`src/rtl/tetris_pkg.sv`:
```
// Shared types and constants for the Tetris piece pipeline.
// The piece IDs match the 2-bit rng output space.
package tetris_pkg;

  localparam int unsigned PIECE_W = 2;

  localparam logic [PIECE_W-1:0] PIECE_I = 2'd0;
  localparam logic [PIECE_W-1:0] PIECE_O = 2'd1;
  localparam logic [PIECE_W-1:0] PIECE_T = 2'd2;
  localparam logic [PIECE_W-1:0] PIECE_L = 2'd3;

  typedef enum logic {
    SAMPLE,
    REROLL
  } refill_st_e;

endpackage

```
`src/rtl/piece_fifo.sv`:
```
// Circular preview buffer of piece IDs with a registered occupancy count.
// The caller never pushes when full and never pops when empty.
module piece_fifo #(
  parameter int unsigned QDEPTH = 3,
  parameter int unsigned W      = 2
) (
  input  logic         clk_i,
  input  logic         rst_i,
  input  logic         push_i,
  input  logic [W-1:0] data_i,
  input  logic         pop_i,
  output logic [W-1:0] head_o,
  output logic [2:0]   count_o
);

  localparam int unsigned PW = $clog2(QDEPTH);

  logic [W-1:0]  mem_q [QDEPTH];
  logic [PW-1:0] rd_q, wr_q;
  logic [2:0]    cnt_q;

  function automatic logic [PW-1:0] ptr_inc(input logic [PW-1:0] p);
    return (p == PW'(QDEPTH - 1)) ? '0 : p + 1'b1;
  endfunction

  always_ff @(posedge clk_i or posedge rst_i) begin
    if (rst_i) begin
      for (int i = 0; i < QDEPTH; i++) mem_q[i] <= '0;
      rd_q  <= '0;
      wr_q  <= '0;
      cnt_q <= '0;
    end else begin
      if (push_i) begin
        mem_q[wr_q] <= data_i;
        wr_q        <= ptr_inc(wr_q);
      end
      if (pop_i) rd_q <= ptr_inc(rd_q);
      case ({push_i, pop_i})
        2'b10:   cnt_q <= cnt_q + 3'd1;
        2'b01:   cnt_q <= cnt_q - 3'd1;
        default: cnt_q <= cnt_q;
      endcase
    end
  end

  assign head_o  = mem_q[rd_q];
  assign count_o = cnt_q;

endmodule

```
`src/rtl/piece_scheduler.sv`:
```
// Fills a preview queue from the registered rng sample with a bounded anti-repeat
// reroll, and hands the head to the game controller over a req/ack handshake.
module piece_scheduler
  import tetris_pkg::*;
#(
  parameter int unsigned QDEPTH     = 3,
  parameter int unsigned PIECE_W    = tetris_pkg::PIECE_W,
  parameter int unsigned MAX_REROLL = 1
) (
  input  logic               clka,
  input  logic               restart,
  input  logic [PIECE_W-1:0] random,
  input  logic               spawn_req,
  output logic               spawn_ack,
  output logic [PIECE_W-1:0] spawn_piece,
  output logic [PIECE_W-1:0] next_piece,
  output logic [2:0]         q_count,
  output logic               ready
);

  localparam int unsigned RcW = (MAX_REROLL > 0) ? $clog2(MAX_REROLL + 1) : 1;

  refill_st_e         state_q;
  logic [PIECE_W-1:0] samp_q;
  logic               samp_vld_q;
  logic [PIECE_W-1:0] last_piece_q;
  logic               last_valid_q;
  logic [RcW-1:0]     reroll_cnt_q;
  logic               ack_q;
  logic [PIECE_W-1:0] piece_q;

  logic               room, repeat_hit, push, pop;
  logic [PIECE_W-1:0] head;
  logic [2:0]         count;

  // samp_vld_q keeps the reset value of samp_q from being pushed as a real sample.
  always_comb begin
    room       = samp_vld_q && (count < 3'(QDEPTH));
    repeat_hit = last_valid_q && (samp_q == last_piece_q) &&
                 (reroll_cnt_q < RcW'(MAX_REROLL));
    push       = (state_q == SAMPLE) && room && !repeat_hit;
    pop        = spawn_req && (count != 3'd0) && !ack_q;
  end

  always_ff @(posedge clka or posedge restart) begin
    if (restart) begin
      state_q      <= SAMPLE;
      samp_q       <= '0;
      samp_vld_q   <= 1'b0;
      last_piece_q <= '0;
      last_valid_q <= 1'b0;
      reroll_cnt_q <= '0;
      ack_q        <= 1'b0;
      piece_q      <= '0;
    end else begin
      samp_q     <= random;
      samp_vld_q <= 1'b1;
      ack_q      <= pop;
      piece_q    <= pop ? head : '0;
      case (state_q)
        SAMPLE: begin
          if (room && repeat_hit) begin
            reroll_cnt_q <= reroll_cnt_q + 1'b1;
            state_q      <= REROLL;
          end else if (room) begin
            last_piece_q <= samp_q;
            last_valid_q <= 1'b1;
            reroll_cnt_q <= '0;
          end
        end
        REROLL:  state_q <= SAMPLE;
        default: state_q <= SAMPLE;
      endcase
    end
  end

  piece_fifo #(
    .QDEPTH (QDEPTH),
    .W      (PIECE_W)
  ) u_fifo (
    .clk_i   (clka),
    .rst_i   (restart),
    .push_i  (push),
    .data_i  (samp_q),
    .pop_i   (pop),
    .head_o  (head),
    .count_o (count)
  );

  assign spawn_ack   = ack_q;
  assign spawn_piece = piece_q;
  assign next_piece  = (count == 3'd0) ? '0 : head;
  assign q_count     = count;
  assign ready       = (count != 3'd0);

endmodule

```
`config.mk`:
```
export PLATFORM = sky130hd
export DESIGN_NAME = piece_scheduler
export DESIGN_NICKNAME = d
export VERILOG_FILES = /design/src/rtl/tetris_pkg.sv /design/src/rtl/piece_fifo.sv /design/src/rtl/piece_scheduler.sv
export SDC_FILE = /design/constraint.sdc
export NUM_CORES = 1
export LEC_CHECK = 0
export CORE_AREA = 2 2 56 85
export CTS_CLUSTER_SIZE = 24
export DETAILED_ROUTE_END_ITERATION = 10
export DIE_AREA = 0 0 58 87
export GPL_TIMING_DRIVEN = 0
export SYNTH_ARGS = -nofsm -noshare
export SYNTH_HDL_FRONTEND = slang
export SYNTH_SLANG_ARGS = --single-unit
```
`constraint.sdc`:
```
create_clock -name clka -period 6.8 [get_ports clka]
set_clock_uncertainty 0.15 [all_clocks]
set_input_delay 1.7 -clock clka [delete_from_list [all_inputs] [get_ports clka]]
set_output_delay 1.7 -clock clka [all_outputs]
set_load 0.005 [all_outputs]
```
Word level (Yosys, flattened, before mapping)
Cells that the tools add are included.
{ "word_totals": {"word_cells": 65, "ff_bits": 24, "out_inout_bits": 9, "inputBits": 5} }
{ "op_classes": {"n_reduce_logical": 17, "n_bitwise": 4, "eq_ne": 5, "muxes": 15, "n_addsub": 5, "order_cmp": 5} }
{ "ops": {"columns": ["cell", "n"], "rows": [
  ["2-to-1 mux 2 bit", 7],
  ["logical AND 1 bit", 9],
  ["bitwise mux 6 bit", 1],
  ["== test 2 bit, second input constant", 3],
  ["greater-or-equal comparator 3 bit, second input constant", 2],
  ["inverter 2 -> 3 bit", 2],
  ["one-hot mux 3 bit (2 select lines)", 1],
  ["adder 2 x 1 -> 2 bit, second input constant", 2],
  ["binary-select mux 2 bit (select 2 bit)", 1],
  ["demux 2 bit (select 2 bit)", 1],
  ["nonzero test 2 bit", 2],
  ["adder 3 x 1 -> 3 bit, second input constant", 1],
  ["logical NOT 3 bit", 1],
  ["less-than comparator 3 x 1 -> 1 bit, second input constant", 1],
  ["less-than comparator 3 x 2 -> 1 bit, second input constant", 1],
  ["2-to-1 mux 1 bit", 3],
  ["AND reduction 3 bit", 1],
  ["nonzero test 3 bit", 1],
  ["subtractor 3 x 1 -> 3 bit, second input constant", 1],
  ["== test 2 x 1 -> 1 bit, second input constant", 1],
  ["== test 2 bit", 1],
  ["logical NOT 1 bit", 2],
  ["inverter 1 bit", 2],
  ["one-hot mux 1 bit (2 select lines)", 1],
  ["3 further kinds", 3]
]} }

Depth between registers and ports, before layout
{ "depth": {"ltp_word": 7, "mapped_depth": 9, "ltp_nobuf": 9} }

Cells and area by module
A second synthesis with hierarchy kept.
{ "hier_totals": {"hier_cells": 78, "hier_area_um2": 1048.5} }
{ "by_module_without_submodules": {"columns": ["module", "seq_area_each_um2", "n_inst", "area_per_inst_um2", "cells_each"], "rows": [
  ["piece_fifo", 325.3, 1, 595.6, 45],
  ["piece_scheduler", 275.3, 1, 452.9, 33]
]} }

Worst setup path before layout
No wires, ideal clock.
{ "synth_path": {"kind": "input to register", "startpoint": "input spawn_req", "endpoint": "register u_fifo.cnt_q[2] (netlist: u_fifo.count_o[2])", "path_buffers": 0, "setup_ps": 79, "slack_ps": 3373, "arrival_ps": 3198, "cell_stages": 7, "required_ps": 6571, "cell_sequence": "nor3b_1 > ha_1 > inv_1 > fa_1 > xor2_1 > nor2_1 > xor2_1"} }
{ "synth_via": {"elab_chain_len": 4, "elab_cells_between_ends": 6, "classes_between": "eq/ne: 2; mux: 1; reduce/logical: 3"} }
{ "synth_lines": {"columns": ["element", "line", "rtl"], "rows": [
  ["start: declaration", "piece_scheduler.sv:13", "input logic spawn_req,"],
  ["logical AND 1 bit * (2 in a row)", "piece_scheduler.sv:42", "pop = spawn_req && (count != 3'd0) && !ack_q;"],
  ["== test 2 x 1 -> 1 bit or == test 2 bit (tied branches)", "piece_fifo.sv:38", "case ({push_i, pop_i})"],
  ["one-hot mux 3 bit (2 select lines) or nonzero test 2 bit (tied branches)", null, null],
  ["end signal: assignment", "piece_fifo.sv:39", "2'b10: cnt_q <= cnt_q + 3'd1;"],
  ["end signal: assignment", "piece_fifo.sv:40", "2'b01: cnt_q <= cnt_q - 3'd1;"],
  ["end signal: assignment", "piece_fifo.sv:41", "default: cnt_q <= cnt_q;"],
  ["end: declaration", "piece_fifo.sv:20", "logic [2:0] cnt_q;"]
]} }
Mark *: on every way between the ends. The rest lies on a longest branch, timed or not.
A chain may end at the register's enable or synchronous reset.

Worst setup path after layout
{ "layout_path": {"startpoint": "input spawn_req", "endpoint": "register u_fifo.cnt_q[2] (netlist: u_fifo.count_o[2])"} }
{ "layout_via": {"elab_chain_len": 4, "elab_cells_between_ends": 6, "classes_between": "eq/ne: 2; mux: 1; reduce/logical: 3"} }
{ "layout_lines": {"columns": ["element", "line", "rtl"], "rows": [
  ["logical AND 1 bit * (2 in a row)", "piece_scheduler.sv:42", null],
  ["named net pop", "piece_scheduler.sv:32", "logic room, repeat_hit, push, pop;"],
  ["== test 2 x 1 -> 1 bit or == test 2 bit (tied branches)", "piece_fifo.sv:38", null],
  ["one-hot mux 3 bit (2 select lines) or nonzero test 2 bit (tied branches)", null, null]
]} }
Mark *: on every way through the listed nets, which the timed path passes. The rest lies on a longest branch.

==> results.yml <==
synth:
  synth_top_area_share_pct: 57.6
  yosys_warnings: 0
  synth-compound-area-share_pct: 4.32
  synth_top_family_by_area: "simple AND/OR/NAND/NOR gates"
  synth_fa_ha_area_share_pct: 3.12
  synth_nets: 83
  synth_area_leaders: "dfrtp_1 (58%), mux2_2 (8.6%), nor4b_4 (4.6%), xor2_1 (3.4%), mux2i_1 (2.9%)"
  synth-simple-area-share_pct: 14.5
  synthArstFlopShare_pct: 100
  yosysMostFrequentCell: "dfrtp_1"
  synth_top_cell_by_area: "dfrtp_1"
  yosys-mux-area-fraction_pct: 13.7
  synth_seq_cells: 24
  synth-xor-area-share_pct: 4.20
  ys.flop_type: "dfrtp_1"
  synth.yosys.seq_area_share_pct: 57.6
  synth.avg_cell_area_um2: 13.7
  synth_edf_count: 0
  synth.cell_area_um2: 1040
  ys_top_cells_by_count: "dfrtp_1 (24), mux2_2 (8), inv_1 (6), nor2_1 (6), xor2_1 (4)"
  yosysUniqueCellTypes: 25
  postSynthCellCount: 76
clock_tree:
  clock_latency_ns: 0.27
  clk_path_buf_depth: 2
  cts_hold_buffers: 0
  cts_tree: "done"
  h-tree-depth: 1
  root_buffer: "clkbuf_8"
  post_cts_buffers: 0
  clock_sinks: 24
  cts.reportedPaths.clkPinSlew_ns: 0.09
  cts.repair.resized: 0
  numCtsBuffers: 3
power:
  combPwrFrac_pct: 41.3
  p_int_mw: 0.388
  p_seq_share_pct: 41.9
  power.density_nw_per_um2: 446
  swShare_pct: 32.4
  vdd_drop_max_v: 0.000210
  pwr-share-clk_pct: 16.8
  p_leak_nw: 0.573
  p_sw_mw: 0.186
timing:
  clock.fmax_mhz: 259
  grt_setup_unrepaired: "no"
  setup_viol: 0
  finalCritPeriodShare_pct: 56.8
  fin_tns_setup_ns: 0
  slew_viol_final: 0
  worstMarginPinSlew_ns: 0.896
  fin_crit_ns: 3.86
  hold_viol_final: 0
  relSlewSlack_pct: 40.2
floorplan:
  dieWidth_um: 58
  rows: 30
  ios: 14
  die_h_um: 87
  start_util_pct: 23.9
  die-area_um2: 5050
  fp.coreArea_um2: 4350
hold_path:
  hold_class: "register to register"
detailed_routing:
  wire_per_inst_um: 11.7
  routed_wirelength_um: 1650
  dr.pass1.iters: 2
  vias_per_cell: 4.34
  drc_errors: 0
  drtIter0Drc: 17
  ant_nets: 0
  vias: 612
global_routing:
  grt_pass1_wl_um: 2920
  track_usage_pct: 7.57
  grt_antenna_before_repair: 0
  grt_pass1_vias: 687
  grt_max_degree: 25
  grt_overflow_total: 0
finish:
  areaGrowthSynthToFinish_pct: 23.5
  drive_gt1_share_pct: 19.4
  finalInstanceArea_um2: 1290
  antenna_cells: 0
  fin_nets: 101
worst_setup_path:
  crit_family: "simple AND/OR/NAND/NOR gates"
  critPathMaxStageDelay_ns: 0.60
  crit_type: "primary input to register"
  cp_common_cell: "xor2_1"
  worstPathRequired_ns: 6.85
  slowest_stage: "nor3b_1"
  end_kind: "register"
  cp_num_buf_inv: 2
  crit_path_cell_trace: "clkdlybuf4s50_1 -> nor3b_1 -> ha_1 -> inv_1 -> fa_1 -> xor2_1 -> nor2_1 -> xor2_1"
  critPathArrivalTime_ns: 3.91
  worst-path-max-fanout: 6
  worstSetupStartpointType: "primary input"
flow_run:
  maxCapViolCount: 0
placement:
  gp_congestion: 0.672
  dp_hpwl_um: 1260
  portBuffers: 13
  placed_cell_area_um2: 1230
outcome:
  status: "complete, no violations"
[metal layers]
metal  global-route usage (%)  share of wire, %  up-vias
li1                         -                 -      288
met1                     7.94                41      303
met2                     13.4                52       16
met3                     2.23               5.2        5
met4                     3.81               2.1        0
met5                        0                 0        -
[state kept, by name, summed over array words and instances (netlist names)]
register and flops:
u_fifo.rd_q 2, spawn_piece 2, u_fifo.mem_q 6, last_valid_q 1, state_q 1, reroll_cnt_q 1
last_piece_q 2, u_fifo.count_o 3, samp_vld_q 1, u_fifo.wr_q 2, samp_q 2, spawn_ack 1
[cell families after synthesis]
kind of cell             Yosys count
buffers and inverters              6
flip-flops                        24
adder cells (fa/ha/maj)            2
multiplexers                      13
XOR/XNOR                           5
other                              1
AND/OR/NAND/NOR                   19
AO/OA/AOI/OAI                      6
[path summary, 6_finish.rpt]
kind | from | to | slack [ns] | depth (start not counted)
worst max-delay path | spawn_req | u_fifo.count_o[2] | 2.94 | 8
worst min-delay path | last_valid_q | last_valid_q | 0.33 | 1
worst max register to register | samp_q[0] | u_fifo.count_o[2] | 4.22 | 9
worst min register to register | last_valid_q | last_valid_q | 0.33 | 1
max in group asynchronous | restart | u_fifo.rd_q[1] | 4.17 | 2
min in group asynchronous | restart | u_fifo.count_o[2] | 1.77 | 2
[worst reg2reg max path: stages (launching register included)]
cell     delay (ns)
dfrtp_1        0.45
xor2_1         0.21
nor4b_4        0.46
or2_2          0.22
ha_1           0.18
inv_1          0.06
fa_1           0.37
xor2_1         0.15
nor2_1         0.11
xor2_1         0.15
[layout make-up]
type	count	area (um^2)
multi-input cells	46	419
well taps	48	60.1
repair buffers	13	130
inverters	6	22.5
clock buffers	4	55.1
fillers	457	3070
flip-flops and latches	24	601
[cell usage in the layout, fill, tap and decap left out, types with 2 or more instances in the layout]
cell type and n:
a21o_1 3, and2_1 2, clkbuf_8 4, clkdlybuf4s50_1 13, dfrtp_1 24, inv_1 6, mux2_1 2, mux2_2 8
mux2i_1 3, nor2_1 6, nor2b_1 2, nor4b_4 2, xor2_1 4
[per-stage QoR]
step	hold WS [ns]	util (%)	cells	setup slack, ns	total power, mW
2_1_floorplan	0.286	-	76	3.37	0.396
6_report	0.329	29.6	141	2.94	0.574
5_1_grt	0.348	29.6	141	2.77	0.618
3_3_place_gp	0.301	28.3	137	2.74	0.471
4_1_cts	0.340	29.6	141	2.91	0.583
3_5_place_dp	0.319	28.3	137	2.62	0.486
[power by group through the flow]
stage               sequential (mW)  clock, mW  combinational [mW]
floorplan                     0.237          0               0.159
CTS                           0.241     0.0990               0.242
finish                        0.240     0.0964               0.237
global route                  0.248      0.105               0.266
global placement              0.240          0               0.231
detailed placement            0.244          0               0.242
Note: power is estimated with default switching activity, not from simulation.
==> RTL change (same settings) <==
Register the output `q_count`; this adds one clock of latency there. The other outputs are not delayed to match.
--- a/src/rtl/piece_scheduler.sv
+++ b/src/rtl/piece_scheduler.sv
@@ -91,5 +91,7 @@
   assign spawn_piece = piece_q;
   assign next_piece  = (count == 3'd0) ? '0 : head;
-  assign q_count     = count;
+  always_ff @(posedge clka) begin
+    q_count <= count;
+  end
   assign ready       = (count != 3'd0);
 
Behaviour: not the same (a bounded check fails within 4 cycles, from zero or initial values).
==> RTL change against the original RTL <==
Setup slack got worse by 0.034 ns; power increased by 4.6%; critical endpoint unchanged; non-clock buffer count unchanged; largest power group unchanged; largest cell class unchanged; highest routed layer unchanged; sequential power increased by 12%; critical path depth unchanged; area after synthesis increased by 5.8%; critical path type unchanged; sequential cell count increased by 3; cell area increased by 3.9%; maximum frequency decreased by 0.88%; routed wire length increased by 6.7%.
==> RTL change: results (changes against the original RTL) <==
Parameter                              Value

Global route
  Via count of the first global-routing pass ... 696 (+1.3%)
  Global-route wire length before repair ... 3150 um (+8.1%)
  Met1 usage in global routing ... 8.91% (+0.98 points)
  Met3 Use GR ... 1.78% (-0.45 points)
  Met2 global-route usage ... 14.4% (+0.93 points)
  GRT Util Overall ... 8.35% (+0.78 points)

Clocking
  Resized Gates After CTS ... 0 (unchanged)
  Post-CTS repair timing setup buffer count ... 0 (unchanged)
  TritonCTS sink count ... 27 (+13%)

Outcome
  Outcome ... finished clean

Layout
  Non-clk buf share ... 9.73% (-0.38 points)
  Register with the highest flop count ... u_fifo.mem_q
  Relative area of clock buffers and inverters in the final design ... 3.37% (-0.91 points)
  Fin cells ... 144 (+2.1%)
  Share of layout cells above drive strength 1 ... 17.7% (-1.6 points)
  Layout net count ... 104 (+3.0%)
  Sequential fraction of total cell area ... 49.4% (+2.7 points)
  Number of fill cells ... 453 (-0.88%)
  Register area ... 661 um^2 (+10%)

Synthesis
  Nets in the synthesized netlist ... 86 (+3.6%)
  Ys async rst share ... 88.9% (-11 points)
  Number of distinct standard cells referenced by the synthesized netlist ... 26 (+4.0%)
  Post-synthesis sequential area ratio ... 59.9% (+2.3 points)
  Dominant cells by area after synthesis ... sky130_fd_sc_hd__dfrtp_1 54%, sky130_fd_sc_hd__mux2_2 8.2%, sky130_fd_sc_hd__dfxtp_1 5.4%, sky130_fd_sc_hd__nor4b_4 4.3%, sky130_fd_sc_hd__xor2_1 3.2%

Timing
  Post-route fraction of the period consumed by the critical path ... 57.3% (+0.51 points)
  Worst slew margin ... 38.0% (-2.2 points)
  Worst Hold Margin ... 0.251 ns (-0.0781 ns)

Route
  First-iteration detailed-routing DRC count ... 0 (-17)
  Met2 routed WL ... 906 um (+6.2%)
  Detailed-router iteration count before antenna repair ... 1 (-1)
  Met3 Wirelength ... 83 um (-3.5%)
  Post-Route M1 WL ... 714 um (+6.4%)
  Final wirelength ... 1760 um (+6.7%)
  Detailed-route vias per instance ... 4.38 (+0.80%)

Hold path
  Hold Path Stages ... 0 (-1)
  Start point of the worst min-delay path ... u_fifo.count_o[1]$_DFFE_PP0P_
  Capture endpoint of the worst hold path ... q_count[1]$_DFF_P_

Setup path
  Slowest cell delay on critical path ... 0.63 ns (+0.03 ns)
  Arrival time reported for the critical path endpoint ... 3.95 ns (+0.04 ns)
  Crit Reg-Reg Startpoint ... samp_q[1]$_DFF_PP0_
  Reg-to-reg setup timing slack ... 4.24 ns (+0.02 ns)

Placement
  Worst slack after detailed placement ... 2.57 ns (-0.0488 ns)
  Hpwl dp ... 1310 um (+3.9%)
  Last weighted congestion value of the routability-driven placer ... 0.644 (-4.2%)
  Cell Area, Placed ... 1290 um^2 (+4.9%)
  Number of cells in the design after placement ... 140 (+2.2%)

Power and ir drop
  Net switching power ... 195 uW (+4.9%)
  Combinational group power ... 240 uW
  Internal Power ... 405 uW (+4.5%)
  Seq group ... 269 uW (+12%)
  Leakage power ... 0.000593 uW (+3.5%)
## RTL change: worst reg2reg max path, stage by stage, from the launching register on
cell	delay, ns
sky130_fd_sc_hd__dfrtp_1	0.44
sky130_fd_sc_hd__xor2_1	0.19
sky130_fd_sc_hd__nor4b_4	0.46
sky130_fd_sc_hd__or2_2	0.22
sky130_fd_sc_hd__ha_1	0.18
sky130_fd_sc_hd__inv_1	0.06
sky130_fd_sc_hd__fa_1	0.38
sky130_fd_sc_hd__xor2_1	0.15
sky130_fd_sc_hd__nor2_1	0.12
sky130_fd_sc_hd__xor2_1	0.15
## RTL change: cell families (layout without fill, tap and decap cells)
family                     after synthesis  in the layout  share of synthesized area (%)
DFF                                     27             27                           59.9
xor gates and xnor gates                 5              5                           3.97
and+or+nand+nor                         19             19                           13.7
muxes                                   13             13                           12.9
AOI/OAI and AO/OA                        6              6                           4.09
adders and majority gates                2              2                           2.95
buffers and inverters                    6             23                           2.04
other                                    1              1                          0.340
